<file path="src/rtl/matriz_carregador.sv">
// matriz_carregador: stream-to-matrix loader.
// Collects row-major elements, one per valid/ready transfer, into a
// packed MAX_N x MAX_N bus. The completed matrix is presented with a
// valid/ready handshake. Positions beyond N*N are always zero.
// Ports:
//   clk, rst_n           clock (rising edge), async active-low reset
//   start, tam           begin a load of size N = tam+2 (sampled in IDLE)
//   clear                synchronous abort back to IDLE, wins over everything
//   in_valid/in_data     element stream input, in_ready back-pressure
//   matriz_A/out_valid   packed matrix output, element k at [k*DATA_W +: DATA_W]
//   out_ready            consumer accepts matriz_A
//   busy, tam_out        loader active (LOAD or HOLD), size code held
module matriz_carregador #(
  parameter int unsigned DATA_W = 8,
  parameter int unsigned MAX_N  = 5
) (
  input  logic                            clk,
  input  logic                            rst_n,
  input  logic                            start,
  input  logic [1:0]                      tam,
  input  logic                            clear,
  input  logic                            in_valid,
  input  logic [DATA_W-1:0]               in_data,
  output logic                            in_ready,
  output logic [MAX_N*MAX_N*DATA_W-1:0]   matriz_A,
  output logic                            out_valid,
  input  logic                            out_ready,
  output logic                            busy,
  output logic [1:0]                      tam_out
);

  localparam int unsigned TOTAL = MAX_N * MAX_N;
  localparam int unsigned CNT_W = $clog2(TOTAL);

  typedef enum logic [1:0] {
    IDLE = 2'd0,
    LOAD = 2'd1,
    HOLD = 2'd2
  } state_t;

  state_t                              state_q;
  logic [TOTAL-1:0][DATA_W-1:0]        buf_q;
  logic [CNT_W-1:0]                    cnt_q;
  logic [1:0]                          tam_q;
  logic                                in_ready_q;
  logic                                out_valid_q;
  logic                                busy_q;
  logic [CNT_W-1:0]                    last_idx;

  // Index of the final element, N*N-1 for N = tam+2.
  always_comb begin
    last_idx = CNT_W'(3);
    unique case (tam_q)
      2'd0: last_idx = CNT_W'(3);
      2'd1: last_idx = CNT_W'(8);
      2'd2: last_idx = CNT_W'(15);
      2'd3: last_idx = CNT_W'(24);
      default: last_idx = CNT_W'(3);
    endcase
  end

  always_ff @(posedge clk or negedge rst_n) begin
    if (!rst_n) begin
      state_q     <= IDLE;
      buf_q       <= '0;
      cnt_q       <= '0;
      tam_q       <= '0;
      in_ready_q  <= 1'b0;
      out_valid_q <= 1'b0;
      busy_q      <= 1'b0;
    end else if (clear) begin
      // Abort outranks start, element transfer and out_ready; tam_out is kept.
      state_q     <= IDLE;
      buf_q       <= '0;
      cnt_q       <= '0;
      in_ready_q  <= 1'b0;
      out_valid_q <= 1'b0;
      busy_q      <= 1'b0;
    end else begin
      unique case (state_q)
        IDLE: begin
          if (start) begin
            state_q    <= LOAD;
            tam_q      <= tam;
            buf_q      <= '0;
            cnt_q      <= '0;
            in_ready_q <= 1'b1;
            busy_q     <= 1'b1;
          end
        end
        LOAD: begin
          // in_ready is always high here, so in_valid alone marks a transfer.
          if (in_valid) begin
            buf_q[cnt_q] <= in_data;
            if (cnt_q == last_idx) begin
              // Counter parks on the last index instead of stepping past it.
              state_q     <= HOLD;
              in_ready_q  <= 1'b0;
              out_valid_q <= 1'b1;
            end else begin
              cnt_q <= cnt_q + 1'b1;
            end
          end
        end
        HOLD: begin
          if (out_ready) begin
            state_q     <= IDLE;
            out_valid_q <= 1'b0;
            busy_q      <= 1'b0;
          end
        end
        default: begin
          state_q     <= IDLE;
          in_ready_q  <= 1'b0;
          out_valid_q <= 1'b0;
          busy_q      <= 1'b0;
        end
      endcase
    end
  end

  assign matriz_A  = buf_q;
  assign in_ready  = in_ready_q;
  assign out_valid = out_valid_q;
  assign busy      = busy_q;
  assign tam_out   = tam_q;

endmodule
</file>
<file path="config.mk">
export PLATFORM = sky130hd
export DESIGN_NAME = matriz_carregador
export DESIGN_NICKNAME = d
export VERILOG_FILES = /design/src/rtl/matriz_carregador.sv
export SDC_FILE = /design/constraint.sdc
export NUM_CORES = 1
export LEC_CHECK = 0
export CAP_MARGIN = 30
export CORE_AREA = 2 2 133 135
export DETAILED_ROUTE_END_ITERATION = 7
export DIE_AREA = 0 0 135 137
export PLACE_DENSITY = 0.78
export RECOVER_POWER = 25
export REMOVE_ABC_BUFFERS = 1
export SLEW_MARGIN = 25
export SYNTH_ARGS = -nofsm -noshare
export SYNTH_HDL_FRONTEND = slang
export SYNTH_SLANG_ARGS = --single-unit
export TNS_END_PERCENT = 1
</file>
<file path="constraint.sdc">
create_clock -name clk -period 2.2 [get_ports clk]
set_input_delay 0.22 -clock clk [delete_from_list [all_inputs] [get_ports clk]]
set_output_delay 0.22 -clock clk [all_outputs]
set_load 0.02 [all_outputs]
</file>
==> impl_summary.txt <==
----------------------------------------------------
[Outcome]
  Outcome ... complete, but fails checks
  Violated checks ... max-capacitance violations, max-slew violations

[CTS]
  CTS sink cnt ... 212
  Clk buf depth ... 3
  CTS tree ... yes
  Number of buffers inserted during clock tree synthesis ... 22
  Reg clk slew, reported paths ... 0.06 ns
  Root Buffer Master ... sky130_fd_sc_hd__clkbuf_16
  Clock latency at the later pin of the worst-skew pair ... 0.50 ns
  Total number of H-tree levels ... 1

[Die]
  Number of rows created at floorplan ... 48
  Starting density of the core ... 47.0%
  Boundary pin count ... 221
  Die span in x ... 135 µm
  Core box area ... 0.0171 mm²
  Floorplan die area ... 0.0185 mm²
  Vertical extent of the die ... 137 µm

[STA]
  Final max-slew violation count ... 65
  Final worst path period share ... 95.7%
  RSZ-0062 raised after global routing ... yes
  Hold Violations, Final ... 0
  Largest clock skew in the final design ... 0.00913 ns
  Final Critical Period ... 2.11 ns
  Timing-limited maximum frequency ... 0.475 GHz
  Setup-violating endpoint count in the final report ... 0
  Setup WS post-layout ... 0.0945 ns
  Transition at the pin with the smallest max-transition slack ... 1.74 ns
  Worst slew margin relative to its limit ... -15.7%

[Cells and area]
  N_diodes ... 0
  # nets final ... 1050
  Number of fill cells in the layout ... 1336
  Area overhead of the layout relative to synthesis ... 43.2%
  Fraction of final layout cells with drive strength greater than 1 ... 8.43%
  Post-route standard cell area excluding fillers ... 0.0115 mm²

[Yosys]
  Main flop type after synthesis ... sky130_fd_sc_hd__dfrtp_1
  Count of warnings emitted by yosys ... 0
  Number of synthesized register bits ... 212
  Synth async-reset ratio ... 100%
  Sequential element share of the synthesized area ... 66.2%
  Share of the synthesized area in the top cell type ... 66.2%
  Cell types occupying the most area after synthesis ... sky130_fd_sc_hd__dfrtp_1 66%, sky130_fd_sc_hd__o21ai_0 13%, sky130_fd_sc_hd__nand2_1 10%, sky130_fd_sc_hd__a41oi_1 1.4%, sky130_fd_sc_hd__clkbuf_1 1.0%
  Most frequent cells after synthesis ... 223 x sky130_fd_sc_hd__nand2_1, 212 x sky130_fd_sc_hd__dfrtp_1, 204 x sky130_fd_sc_hd__o21ai_0, 22 x sky130_fd_sc_hd__clkbuf_1, 15 x sky130_fd_sc_hd__nand3_1
  Top-count cell post-synth ... sky130_fd_sc_hd__nand2_1
  Count of different cell masters after synthesis ... 31
  Synthesized area per cell ... 10.3 µm²
  Number of enable-type register cells in the synthesized netlist ... 0
  Instance count of the mapped netlist ... 779
  Area of the mapped netlist ... 0.00802 mm²
  Library cell occupying the most area in the post-synthesis netlist ... sky130_fd_sc_hd__dfrtp_1

[Power]
  Pwr/cell area ... 704 mW/mm²
  Leakage dissipation ... 0.00487 µW
  IR drop worst, VDD ... 479 µV

[Drt]
  Avg WL per Cell ... 18.9 µm
  DRC violation total after the first TritonRoute iteration ... 462
  Remaining design rule violation count ... 0
  Number of antenna-violating nets in the routed design ... 0
  Detailed-route wire length ... 24.0 mm
  Post-DR vias/cell ... 5.43
  DRT Pass-1 Iters ... 5
  Number of vias after detailed routing ... 6892

[Min path]
  Worst hold path class ... in2reg

[Setup path]
  Standard cell with the maximum stage delay on the critical path ... sky130_fd_sc_hd__a31oi_1
  CP max FO ... 8
  Cell breakdown of the critical path ... inv_1 > ha_1 > nor2b_1 > buf_4 > a31oi_1 > nand2_1 > o21ai_0
  Kind of start point of the critical path ... flip-flop
  Worst reg2reg setup slack ... 0.09 ns
  Critical path class ... reg2reg
  Endpoint class of the critical path ... flip-flop
  Arrival time of the worst setup path ... 2.52 ns
  Crit path largest cell delay ... 0.58 ns
  Required time of the critical path ... 2.62 ns

[Placement]
  Post-placement worst setup slack ... -0.0646 ns
  Gpl congestion ... 0.771
  Post-detail-place hpwl ... 15.7 mm
  Port Buffers ... 220
  Placed inst area ... 0.0108 mm²

[GRT]
  Pin count of the biggest net entering global routing ... 66
  Met2 Resource Use GR ... 41.1%
  Number of global-route vias before repair ... 6634
  Global-route wire length before repair ... 37.0 mm
  Met1 Resource Use GR ... 37.3%
  Gr busiest metal ... met2
  Total overflow reported by the global router ... 0
  Met3 routing resource usage after global routing ... 4.30%
  Number of antenna violations at the first check in global routing ... 0
  Tot GR Track Use ... 25.8%

[Flow run]
  Max-cap viol count ... 1

----------------------------------------------------
sequential cells by signal, indices dropped and copies added, names as in the netlist:
| register | cells |
|---|---|
| matriz_A | 200 |
| cnt_q | 5 |
| state_q | 2 |
| tam_out | 2 |
| busy | 1 |
| in_ready | 1 |
| out_valid | 1 |
logic make-up after synthesis:
kind of cell,Yosys count,synth area share [%]
mux,3,0.406
flops,212,66.2
buf+inv,41,2.25
compound gates,249,16.8
fa+ha+maj,4,0.624
simple gates,270,13.8
repair_timing:
item                       in CTS  in global routing
gates resized for setup         0                  7
buffers inserted                0                  0
hold buffers                    1                  0
setup endpoints to repair       0                 76
hold endpoints to repair       58                  0
per-layer routing:
metal  routed length [µm]  vias up  part of all wire, %
met4                  467        0                  1.9
met1                10300     3387                   43
met5                    0        -                    0
met3                 1650       39                  6.9
met2                11500      287                   48
li1                     -     3179                    -
worst max-delay path, delay by kind of cell (launching register included):
kind	cells	cell delay [ns]
AO/OA/AOI/OAI	2	0.68
AND/OR/NAND/NOR	2	0.29
flip-flops	1	0.45
adder cells (fa/ha/maj)	1	0.27
buffers and inverters	2	0.34
final timing paths:
| check | startpoint | depth (start not counted) | endpoint |
|---|---|---|---|
| worst min-delay path | tam[1] | 2 | tam_out[1]$_DFFE_PN0P_ |
| worst max register to register | cnt_q[1]$_DFFE_PN0P_ | 7 | matriz_A[8]$_DFFE_PN0P_ |
| min in group asynchronous | rst_n | 2 | matriz_A[124]$_DFFE_PN0P_ |
| worst min register to register | matriz_A[23]$_DFFE_PN0P_ | 2 | matriz_A[23]$_DFFE_PN0P_ |
| max in group asynchronous | rst_n | 3 | matriz_A[46]$_DFFE_PN0P_ |
| worst max-delay path | cnt_q[1]$_DFFE_PN0P_ | 7 | matriz_A[8]$_DFFE_PN0P_ |
report_power, final:
group / total, µW / switching (µW) / internal [µW]
logic: 546 / 360 / 185
clock network: 3570 / 1480 / 2090
registers: 3960 / 36.9 / 3920
total: 8080 / 1880 / 6200
layout make-up:
class                           instances  area (µm²)  area share (%)
Sequential cell                       212        5310            46.2
Tap cell                              225         282            2.45
Clock inverter                          7        62.6           0.545
Multi-Input combinational cell        526        2590            22.6
Inverter                                5        18.8           0.163
Clock buffer                           31         626            5.45
Timing Repair Buffer                  263        2590            22.6
metrics by stage:
stage | utilization (%) | setup TNS, ns | power (µW) | cells | hold WS [ns]
finish | 67.3 | 0 | 8080 | 1269 | 0.346
detailed placement | 63.2 | -0.171 | 4580 | 1230 | 0.275
global placement | 63.2 | 0 | 4570 | 1230 | 0.275
floorplan | - | 0 | 4240 | 743 | -0.0756
CTS | 67.3 | 0 | 8130 | 1269 | 0.316
global route | 67.3 | -7.59 | 8350 | 1269 | 0.359
cells in the final DEF (no fill, tap or decap), types with 8 or more instances in the layout:
cell                              instances
sky130_fd_sc_hd__nand3_1                 15
sky130_fd_sc_hd__clkbuf_16               23
sky130_fd_sc_hd__clkdlybuf4s50_1        219
sky130_fd_sc_hd__a21oi_1                 11
sky130_fd_sc_hd__a41oi_1                 11
sky130_fd_sc_hd__nor2b_1                  9
sky130_fd_sc_hd__o21ai_0                204
sky130_fd_sc_hd__buf_4                   35
sky130_fd_sc_hd__a31oi_1                  8
sky130_fd_sc_hd__dfrtp_1                212
sky130_fd_sc_hd__nand2_1                223
(Power assumes the default switching activity.)
